### config.mk
export PLATFORM = sky130hd
export DESIGN_NAME = uart_receiver
export DESIGN_NICKNAME = d
export VERILOG_FILES = /design/src/rtl/uart_receiver.sv
export SDC_FILE = /design/constraint.sdc
export NUM_CORES = 1
export LEC_CHECK = 0
export ABC_AREA = 0
export CORE_AREA = 2 2 72 74
export CTS_CLUSTER_DIAMETER = 120
export DETAILED_ROUTE_END_ITERATION = 10
export DIE_AREA = 0 0 74 76
export PLACE_DENSITY = 0.82
export SYNTH_ARGS = -nofsm -noshare
export SYNTH_HDL_FRONTEND = slang
export SYNTH_SLANG_ARGS = --single-unit
### constraint.sdc
create_clock -name clk -period 6.03 [get_ports clk]
set_clock_uncertainty 0.05 [all_clocks]
set_input_delay 1.5075 -clock clk [delete_from_list [all_inputs] [get_ports clk]]
set_output_delay 1.5075 -clock clk [all_outputs]
set_load 0.03 [all_outputs]
### src/rtl/uart_receiver.sv
// UART receive path: synchronizes rxd, recovers one character per frame using an
// oversampling tick, and presents it on a valid/ready port with sticky error flags.
module uart_receiver #(
  parameter int DATA_WIDTH  = 8,
  parameter int SYNC_STAGES = 2
) (
  input  logic                  clk,
  input  logic                  reset,
  input  logic                  sampleTick,
  input  logic                  rxd,
  input  logic [4:0]            cfgOverSampling,
  input  logic [3:0]            cfgDataType,
  input  logic                  cfgParityEnable,
  input  logic                  cfgParityType,
  input  logic [1:0]            cfgStopBits,
  output logic [DATA_WIDTH-1:0] rxData,
  output logic                  rxValid,
  input  logic                  rxReady,
  output logic                  parityError,
  output logic                  framingError,
  output logic                  breakError,
  output logic                  overrunError
);

  localparam logic [2:0] S_IDLE      = 3'd0;
  localparam logic [2:0] S_START     = 3'd1;
  localparam logic [2:0] S_DATA      = 3'd2;
  localparam logic [2:0] S_PARITY    = 3'd3;
  localparam logic [2:0] S_STOP      = 3'd4;
  localparam logic [2:0] S_BREAKWAIT = 3'd5;

  logic [SYNC_STAGES-1:0] sync_q, sync_d;
  logic                   rxd_s;

  logic [2:0]            state_q, state_d;
  logic [4:0]            tick_cnt_q, tick_cnt_d;
  logic [2:0]            bit_idx_q, bit_idx_d;
  logic                  stop_idx_q, stop_idx_d;
  logic [DATA_WIDTH-1:0] shreg_q, shreg_d;
  logic                  par_bit_q, par_bit_d;
  logic                  perr_q, perr_d;
  logic                  ferr_q, ferr_d;
  logic                  stop0_q, stop0_d;

  logic [4:0] os_q, os_d;
  logic [3:0] dt_q, dt_d;
  logic       pen_q, pen_d;
  logic       ptype_q, ptype_d;
  logic       stop2_q, stop2_d;

  logic [DATA_WIDTH-1:0] data_q, data_d;
  logic                  valid_q, valid_d;
  logic                  perr_o_q, perr_o_d;
  logic                  ferr_o_q, ferr_o_d;
  logic                  brk_o_q, brk_o_d;
  logic                  ovr_q, ovr_d;

  logic       done;
  logic       ferr_nxt;
  logic       brk_now;
  logic       last_bit;
  logic [4:0] half_m1;
  logic [4:0] os_m1;
  logic [3:0] dt_m1;

  assign rxd_s   = sync_q[SYNC_STAGES-1];
  assign half_m1 = (os_q >> 1) - 5'd1;
  assign os_m1   = os_q - 5'd1;
  assign dt_m1   = dt_q - 4'd1;
  // bit_idx saturates at 7, so an out-of-range data type still terminates the frame
  assign last_bit = ({1'b0, bit_idx_q} == dt_m1) || (bit_idx_q == 3'd7);

  always_comb begin
    sync_d     = {sync_q[SYNC_STAGES-2:0], rxd};
    state_d    = state_q;
    tick_cnt_d = tick_cnt_q;
    bit_idx_d  = bit_idx_q;
    stop_idx_d = stop_idx_q;
    shreg_d    = shreg_q;
    par_bit_d  = par_bit_q;
    perr_d     = perr_q;
    ferr_d     = ferr_q;
    stop0_d    = stop0_q;
    os_d       = os_q;
    dt_d       = dt_q;
    pen_d      = pen_q;
    ptype_d    = ptype_q;
    stop2_d    = stop2_q;
    done       = 1'b0;
    ferr_nxt   = ferr_q | ~rxd_s;
    brk_now    = (shreg_q == '0) && !par_bit_q &&
                 !((stop_idx_q == 1'b0) ? rxd_s : stop0_q);

    case (state_q)
      S_IDLE: begin
        if (!rxd_s) begin
          state_d    = S_START;
          tick_cnt_d = 5'd0;
          bit_idx_d  = 3'd0;
          stop_idx_d = 1'b0;
          shreg_d    = '0;
          par_bit_d  = 1'b0;
          perr_d     = 1'b0;
          ferr_d     = 1'b0;
          stop0_d    = 1'b1;
          os_d       = cfgOverSampling;
          dt_d       = cfgDataType;
          pen_d      = cfgParityEnable;
          ptype_d    = cfgParityType;
          stop2_d    = (cfgStopBits == 2'd2);
        end
      end
      S_START: begin
        if (sampleTick) begin
          if (tick_cnt_q == half_m1) begin
            tick_cnt_d = 5'd0;
            bit_idx_d  = 3'd0;
            state_d    = rxd_s ? S_IDLE : S_DATA;
          end else begin
            tick_cnt_d = tick_cnt_q + 5'd1;
          end
        end
      end
      S_DATA: begin
        if (sampleTick) begin
          if (tick_cnt_q == os_m1) begin
            tick_cnt_d         = 5'd0;
            shreg_d[bit_idx_q] = rxd_s;
            bit_idx_d          = bit_idx_q + 3'd1;
            if (last_bit) state_d = pen_q ? S_PARITY : S_STOP;
          end else begin
            tick_cnt_d = tick_cnt_q + 5'd1;
          end
        end
      end
      S_PARITY: begin
        if (sampleTick) begin
          if (tick_cnt_q == os_m1) begin
            tick_cnt_d = 5'd0;
            par_bit_d  = rxd_s;
            perr_d     = (^shreg_q) ^ rxd_s ^ ptype_q;
            stop_idx_d = 1'b0;
            state_d    = S_STOP;
          end else begin
            tick_cnt_d = tick_cnt_q + 5'd1;
          end
        end
      end
      S_STOP: begin
        if (sampleTick) begin
          if (tick_cnt_q == os_m1) begin
            tick_cnt_d = 5'd0;
            ferr_d     = ferr_nxt;
            if (stop_idx_q == 1'b0) stop0_d = rxd_s;
            if (stop2_q && (stop_idx_q == 1'b0)) begin
              stop_idx_d = 1'b1;
            end else begin
              done    = 1'b1;
              state_d = ferr_nxt ? S_BREAKWAIT : S_IDLE;
            end
          end else begin
            tick_cnt_d = tick_cnt_q + 5'd1;
          end
        end
      end
      S_BREAKWAIT: begin
        if (rxd_s) state_d = S_IDLE;
      end
      default: state_d = S_IDLE;
    endcase
  end

  always_comb begin
    data_d   = data_q;
    valid_d  = valid_q;
    perr_o_d = perr_o_q;
    ferr_o_d = ferr_o_q;
    brk_o_d  = brk_o_q;
    ovr_d    = ovr_q;
    if (done) begin
      if (!valid_q || rxReady) begin
        data_d   = shreg_q;
        valid_d  = 1'b1;
        perr_o_d = pen_q & perr_q;
        ferr_o_d = ferr_nxt;
        brk_o_d  = brk_now;
        ovr_d    = 1'b0;
      end else begin
        // held word wins; the new frame is dropped and only flagged
        ovr_d = 1'b1;
      end
    end else if (valid_q && rxReady) begin
      valid_d  = 1'b0;
      perr_o_d = 1'b0;
      ferr_o_d = 1'b0;
      brk_o_d  = 1'b0;
      ovr_d    = 1'b0;
    end
  end

  always_ff @(posedge clk) begin
    if (reset) begin
      sync_q     <= '1;
      state_q    <= S_IDLE;
      tick_cnt_q <= 5'd0;
      bit_idx_q  <= 3'd0;
      stop_idx_q <= 1'b0;
      shreg_q    <= '0;
      par_bit_q  <= 1'b0;
      perr_q     <= 1'b0;
      ferr_q     <= 1'b0;
      stop0_q    <= 1'b1;
      os_q       <= 5'd16;
      dt_q       <= 4'd8;
      pen_q      <= 1'b0;
      ptype_q    <= 1'b0;
      stop2_q    <= 1'b0;
      data_q     <= '0;
      valid_q    <= 1'b0;
      perr_o_q   <= 1'b0;
      ferr_o_q   <= 1'b0;
      brk_o_q    <= 1'b0;
      ovr_q      <= 1'b0;
    end else begin
      sync_q     <= sync_d;
      state_q    <= state_d;
      tick_cnt_q <= tick_cnt_d;
      bit_idx_q  <= bit_idx_d;
      stop_idx_q <= stop_idx_d;
      shreg_q    <= shreg_d;
      par_bit_q  <= par_bit_d;
      perr_q     <= perr_d;
      ferr_q     <= ferr_d;
      stop0_q    <= stop0_d;
      os_q       <= os_d;
      dt_q       <= dt_d;
      pen_q      <= pen_d;
      ptype_q    <= ptype_d;
      stop2_q    <= stop2_d;
      data_q     <= data_d;
      valid_q    <= valid_d;
      perr_o_q   <= perr_o_d;
      ferr_o_q   <= ferr_o_d;
      brk_o_q    <= brk_o_d;
      ovr_q      <= ovr_d;
    end
  end

  assign rxData       = data_q;
  assign rxValid      = valid_q;
  assign parityError  = perr_o_q;
  assign framingError = ferr_o_q;
  assign breakError   = brk_o_q;
  assign overrunError = ovr_q;

endmodule

==> results of run 1 <==
==> path summary, 6_finish.rpt <==
check | slack [ns] | depth (start not counted) | from | to
max | 2.72 | 7 | sampleTick | state_q[0]
min | 0.38 | 1 | sync_q[0] | sync_q[1]
max reg2reg | 3.32 | 8 | os_q[2] | state_q[0]
min reg2reg | 0.38 | 1 | sync_q[0] | sync_q[1]
==> area by class of cell <==
cell class	instances	area, sq um	area share (%)
clock buffers	5	68.8	2.13
well taps	70	87.6	2.71
clock inverters	3	28.8	0.891
inverters	21	78.8	2.44
flip-flops and latches	51	1020	31.6
repair buffers	32	315	9.77
multi-input cells	245	1630	50.4
==> synth_stat cells (2+ instances only) <==
library cell / number
xor2_1: 6
nor2_1: 21
o31ai_1: 3
a21boi_0: 2
nand2_1: 50
nand3_1: 9
o221ai_1: 2
a31oi_1: 3
nand2b_1: 9
dfxtp_1: 51
inv_1: 20
o21ai_0: 10
nand3b_1: 5
nand4_1: 3
nor3_1: 11
or3_1: 2
xnor2_1: 16
or2_2: 3
mux2i_1: 13
a21oi_1: 21
a311o_1: 7
clkbuf_1: 15
o22ai_1: 3
nor2b_1: 3
nor4_1: 3
o21ba_2: 2
a22o_1: 3
ha_1: 11
a211oi_1: 2
==> stage by stage <==
step / instances / utilization, % / setup slack [ns] / hold WS (ns)
after global routing: 427 / 65.7 / 2.61 / 0.405
after detailed placement: 419 / 63.7 / 2.40 / 0.355
final: 427 / 65.7 / 2.72 / 0.377
after global placement: 419 / 63.7 / 2.47 / 0.341
after CTS: 427 / 65.7 / 2.75 / 0.383
after floorplan: 336 / - / 2.95 / 0.339
==> metal layers <==
metal  share of wire, %  wire length [um]  global-route usage [%]  up-vias
met5                  0                 0                       0        -
met4               0.80                48                    6.18        0
met3                5.3               317                    3.97        6
met2                 50              3030                    40.2       65
met1                 44              2620                    28.6     1164
li1                   -                 -                       -     1219
==> flip-flops by register name (all words and copies together) (netlist names), 2 cells and up <==
register	cells
shreg_q	8
dt_q	4
os_q	5
tick_cnt_q	5
rxData	8
state_q	3
sync_q	2
bit_idx_q	3
==> kinds of logic (layout without fill, tap and decap cells) <==
family / Yosys count / in the layout
DFF: 51 / 51
muxes: 15 / 15
xor gates and xnor gates: 22 / 22
AOI/OAI and AO/OA: 72 / 72
and+or+nand+nor: 125 / 125
buffers and inverters: 40 / 61
adders and majority gates: 11 / 11
==> cells in the final DEF (no fill, tap or decap), drive strengths merged, types with 3 or more instances in the layout <==
cell type,n
a21oi,21
a311o,7
xnor2,16
dfxtp,51
a22o,3
nor3,11
nor2b,3
nand2,50
mux2i,13
clkbuf,5
nor2,21
o22ai,4
a31oi,3
o31ai,3
ha,11
nand2b,9
clkinv,3
o21ai,10
nand3b,5
clkdlybuf4s50,30
nor4,3
inv,21
or2,4
nand3,10
xor2,6
nand4,3
==> where the power goes <==
part	internal, mW	switching [mW]
clock	0.0862	0.123
sequential	0.352	0.0339
combinational	0.0958	0.117
total	0.534	0.274
==> run_results.csv, run 1 <==
group,metric,value,unit
route,wl,6010,um
finish,layout.filler_cells,419,
route,post-route-drc-count,0,
logic_synthesis,yosysTopAreaCell,"dfxtp_1",
logic_synthesis,postSynth.topFlopCell,"dfxtp_1",
logic_synthesis,share_of_synthesized_cell_area_in_full_adder_half_adder_and_majority_cells,4.90,%
logic_synthesis,synth_cells,336,
clock_network,clk_pin_slew,0.10,ns
timing,grt_setup_unrepaired,"false",
clock_network,cts-buffers-inserted,5,
grt,grt_first_pass_wirelength,10400,um
finish,diodes,0,
pwr,irDropWorstVdd,142,uV
timing,report.final.setup_viol,0,
route,via_count,2454,
logic_synthesis,synth.area.mux_share,5.56,%
clock_network,postCtsHoldBufs,0,
route,detail_route.iter0.violations,127,
worst_setup_path,crit_chain,"clkdlybuf4s50_1, inv_1, o311ai_0, nand2_1, a22o_1, or2_4, mux2_4",
placement,post-dp-hpwl,4220,um
logic_synthesis,dominant_combinational_cell_family_by_area_after_synthesis,"simple AND/OR/NAND/NOR gates",
route,drtAntennaViolNets,0,
logic_synthesis,synth_fp_nets,365,
timing,post-route-min-period,3.31,ns
timing,post-route-period-util,54.9,%
worst_setup_path,highest_net_fanout_along_the_worst_path,9,
floorplan,initial_utilization,57.2,%
grt,grt_start_max_net_pins,47,
run_status,result_of_the_run,"finished clean",
worst_setup_path,cp_slowest_stage_delay,0.64,ns
logic_synthesis,synth-simple-area-share,21.6,%
floorplan,dieWidth,74,um
worst_hold_path,worst_hold_path_type,"flop to flop",
worst_setup_path,critical_path_arrival,3.47,ns
clock_network,cts_tree,"yes",
floorplan,die-height,76,um
grt,antenna_found_initial,0,
logic_synthesis,synth_seq_area_share,36.3,%
floorplan,die_area,5620,sq um
grt,gr-usage-all-layers,23.0,%
floorplan,design.core.area,4910,sq um
finish,design.final.nets,385,
timing,fmax,302,MHz
route,detail_route.first_pass.iterations,5,
placement,port_buffers,30,
route,route.detailed.vias_per_inst,5.75,
logic_synthesis,edff_count_synth,0,
pwr,power.total,0.807,mW
logic_synthesis,synth.ff_latch_count,51,
floorplan,pin_count,31,
placement,place_area,3130,sq um
logic_synthesis,yosys.area_share.xor_xnor,6.85,%
route,wire_per_inst,14.1,um
finish,area_added_between_synthesis_and_finish,14.8,%
worst_setup_path,worst-setup-path-type,"primary input to flop",
clock_network,post_cts_resized,0,
timing,timing.max_slew.rel_slack,32.1,%
logic_synthesis,synth.yosys.warnings,0,
pwr,power.density,250,nW/um^2
logic_synthesis,synth_largest_type_area_fraction,36.3,%
finish,post_route_cells_drive_above_1_share,7.00,%
logic_synthesis,asyncSetResetFlopFracSynth,0,%
clock_network,clock-root-buffer,"clkbuf_8",
floorplan,rows,26,
logic_synthesis,post_synth_main_area_contributors,"dfxtp_1, nand2_1, xnor2_1, ha_1, mux2i_1",
worst_setup_path,crit_required,6.19,ns
grt,grt.overflow.total,0,
flow_run,drv.max_cap_violation_count,0,
worst_setup_path,end_kind,"flop",
timing,tightestPinTransition,1.02,ns
finish,layout.cell_area.non_filler,3230,sq um
worst_setup_path,worst_path_max_delay_cell,"clkdlybuf4s50_1",
clock_network,clock_insertion_delay_worst_skew,0.31,ns
pwr,leakage_power,1.09,nW
worst_setup_path,critical_path_buf_inv_count,2,
clock_network,number_of_h_tree_branching_levels,2,
logic_synthesis,synth_compound_gate_area_share,19.0,%
timing,timing.final.hold_violations,0,
timing,final_max_slew_viol_count,0,
logic_synthesis,syn-mean-instance-area,8.37,sq um
grt,number_of_global_route_vias_before_repair,2317,
clock_network,clock_path_buffers,2,
worst_setup_path,start_kind,"primary input",
logic_synthesis,synth_area,2810,sq um
clock_network,cts_sinks,51,
worst_setup_path,path_delay_family,"buffers and inverters",
timing,fin_tns_setup,0,ns
logic_synthesis,yosysUniqueCellTypes,56,
clock_network,cts_setup_buffers,0,
placement,place_congestion,0.831,
Note: power is estimated with default switching activity, not from simulation.
==> run 2, diff against run 1 <==
- CORE_AREA: 2 2 72 74 -> 2 2 74 76
- DIE_AREA: 0 0 74 76 -> 0 0 76 78
- PLACE_DENSITY: 0.82 -> 0.78
- clock period: 6.03 -> 3.3 ns (I/O delays scaled with it)
==> run_results.csv, run 2 (same netlist as run 1, synthesis figures left out) <==
group,metric,value,unit
flow_run,drv.max_cap_violation_count,0,
finish,area_added_between_synthesis_and_finish,15.0,%
timing,timing.max_slew.rel_slack,55.1,%
clock_network,cts_sinks,51,
route,detailroute.wirelength.met2,2980,um
grt,antenna_found_initial,0,
timing,tightestPinTransition,0.672,ns
worst_setup_path,crit_required,3.48,ns
timing,final.setup.worst_slack,0.570,ns
timing,report.final.setup_viol,0,
timing,timing.final.hold_violations,0,
route,detail_route.first_pass.iterations,4,
grt,grt_first_pass_wirelength,10500,um
finish,layout_common_cells,"dfxtp_1, nand2_1, clkdlybuf4s50_1",
run_status,result_of_the_run,"finished clean",
clock_network,number_of_h_tree_branching_levels,2,
floorplan,die-height,78,um
route,wl,6150,um
floorplan,rows,26,
finish,layout_commonest_cell,"dfxtp_1",
worst_setup_path,highest_net_fanout_along_the_worst_path,6,
worst_setup_path,critical_path_arrival,2.91,ns
floorplan,pin_count,31,
floorplan,die_area,5930,sq um
pwr,power.total,1.45,mW
timing,post-route-period-util,82.7,%
timing,fmax,366,MHz
finish,diodes,0,
pwr,irDropWorstVdd,240,uV
grt,grt_start_max_net_pins,36,
finish,post_route_cells_drive_above_1_share,7.22,%
floorplan,dieWidth,76,um
route,detail_route.iter0.violations,150,
clock_network,post_cts_resized,0,
worst_setup_path,start_kind,"flop",
clock_network,postCtsHoldBufs,0,
timing,final_max_slew_viol_count,0,
worst_setup_path,cp_slowest_stage_delay,0.44,ns
floorplan,design.core.area,5040,sq um
clock_network,cts-buffers-inserted,5,
route,drtAntennaViolNets,0,
worst_setup_path,worst-setup-path-type,"flop to flop",
worst_hold_path,holdPathStages,1,
clock_network,clock_insertion_delay_worst_skew,0.30,ns
clock_network,cts_setup_buffers,0,
placement,place_congestion,0.821,
route,post-route-drc-count,0,
worst_setup_path,worst_path_max_delay_cell,"a2111oi_4",
pwr,power.density,447,nW/um^2
pwr,leakage_power,1.10,nW
route,routedLengthMet1,2790,um
finish,design.final.nets,388,
floorplan,initial_utilization,55.8,%
worst_hold_path,worst_hold_path_type,"flop to flop",
worst_setup_path,end_kind,"flop",
route,route.met3.wl,287,um
grt,number_of_global_route_vias_before_repair,2340,
route,wire_per_inst,14.3,um
clock_network,clock-root-buffer,"clkbuf_8",
grt,gr-usage-all-layers,21.7,%
grt,grt.overflow.total,0,
placement,post-dp-hpwl,4490,um
timing,post-route-min-period,2.73,ns
route,via_count,2452,
placement,port_buffers,30,
clock_network,clock_path_buffers,2,
timing,grt_setup_unrepaired,"false",
placement,dp_worst_setup_slack,0.447,ns
route,top_signal_layer_used,"met4",
worst_setup_path,crit_chain,"inv_1, ha_1, o21ba_2, a221o_1, a2111oi_4, o221ai_1, a21oi_1, mux2i_1",
worst_setup_path,ff2ff_path_depth,8,
route,route.detailed.vias_per_inst,5.70,
timing,fin_tns_setup,0,ns
finish,layout.filler_cells,461,
clock_network,cts_tree,"yes",
clock_network,clk_pin_slew,0.09,ns
==> run 2: cell count changes in the layout (fill, tap and decap cells not counted), sizes merged <==
cell / before / now
clkinv: 3 / 2
inv: 21 / 20
clkbuf: 5 / 7
buf: 2 / 5
==> run 2: routing by layer <==
layer  vias to the layer above  global-route usage, %
li1                       1228                      -
met1                      1158                   26.6
met2                        58                   36.5
met3                         8                   5.58
met4                         0                   8.73
met5                         -                      0
==> run 2: report_power, final <==
group / switching [mW] / internal, mW / total [mW]
Combinational: 0.217 / 0.178 / 0.394
Clock: 0.197 / 0.149 / 0.347
Sequential: 0.0613 / 0.643 / 0.704
Total: 0.475 / 0.970 / 1.45
==> run 2: critical path: cells and delay by family, from the launching register on <==
family                     cells  cell delay, ns
AOI/OAI and AO/OA              5            1.58
muxes                          1            0.24
adders and majority gates      1            0.25
buffers and inverters          1            0.09
DFF                            1            0.43
==> run 2: metrics by stage <==
stage | hold WS (ns) | utilization, % | std cells | instance area, sq um
3_3_place_gp | 0.345 | 62.5 | 422 | 3150
3_5_place_dp | 0.352 | 62.5 | 422 | 3150
5_1_grt | 0.392 | 64.1 | 430 | 3230
6_report | 0.380 | 64.1 | 430 | 3230
4_1_cts | 0.373 | 64.1 | 430 | 3230
2_1_floorplan | 0.339 | - | 336 | 2810
==> run 2: final cells by class <==
type | count | area (sq um) | share of cell area, %
inverter | 21 | 78.8 | 2.44
sequential | 51 | 1020 | 31.6
timing repair buffer | 35 | 338 | 10.4
tap | 70 | 87.6 | 2.71
clock buffer | 7 | 76.3 | 2.36
clock inverter | 1 | 5.00 | 0.155
multi-input combinational | 245 | 1630 | 50.3
==> run 2: worst paths after layout <==
| path | start | end | slack (ns) |
|---|---|---|---|
| hold reg to reg | sync_q[0] | sync_q[1] | 0.38 |
| setup / recovery | os_q[2] | bit_idx_q[0] | 0.57 |
| hold / removal | sync_q[0] | sync_q[1] | 0.38 |
| setup reg to reg | os_q[2] | bit_idx_q[0] | 0.57 |
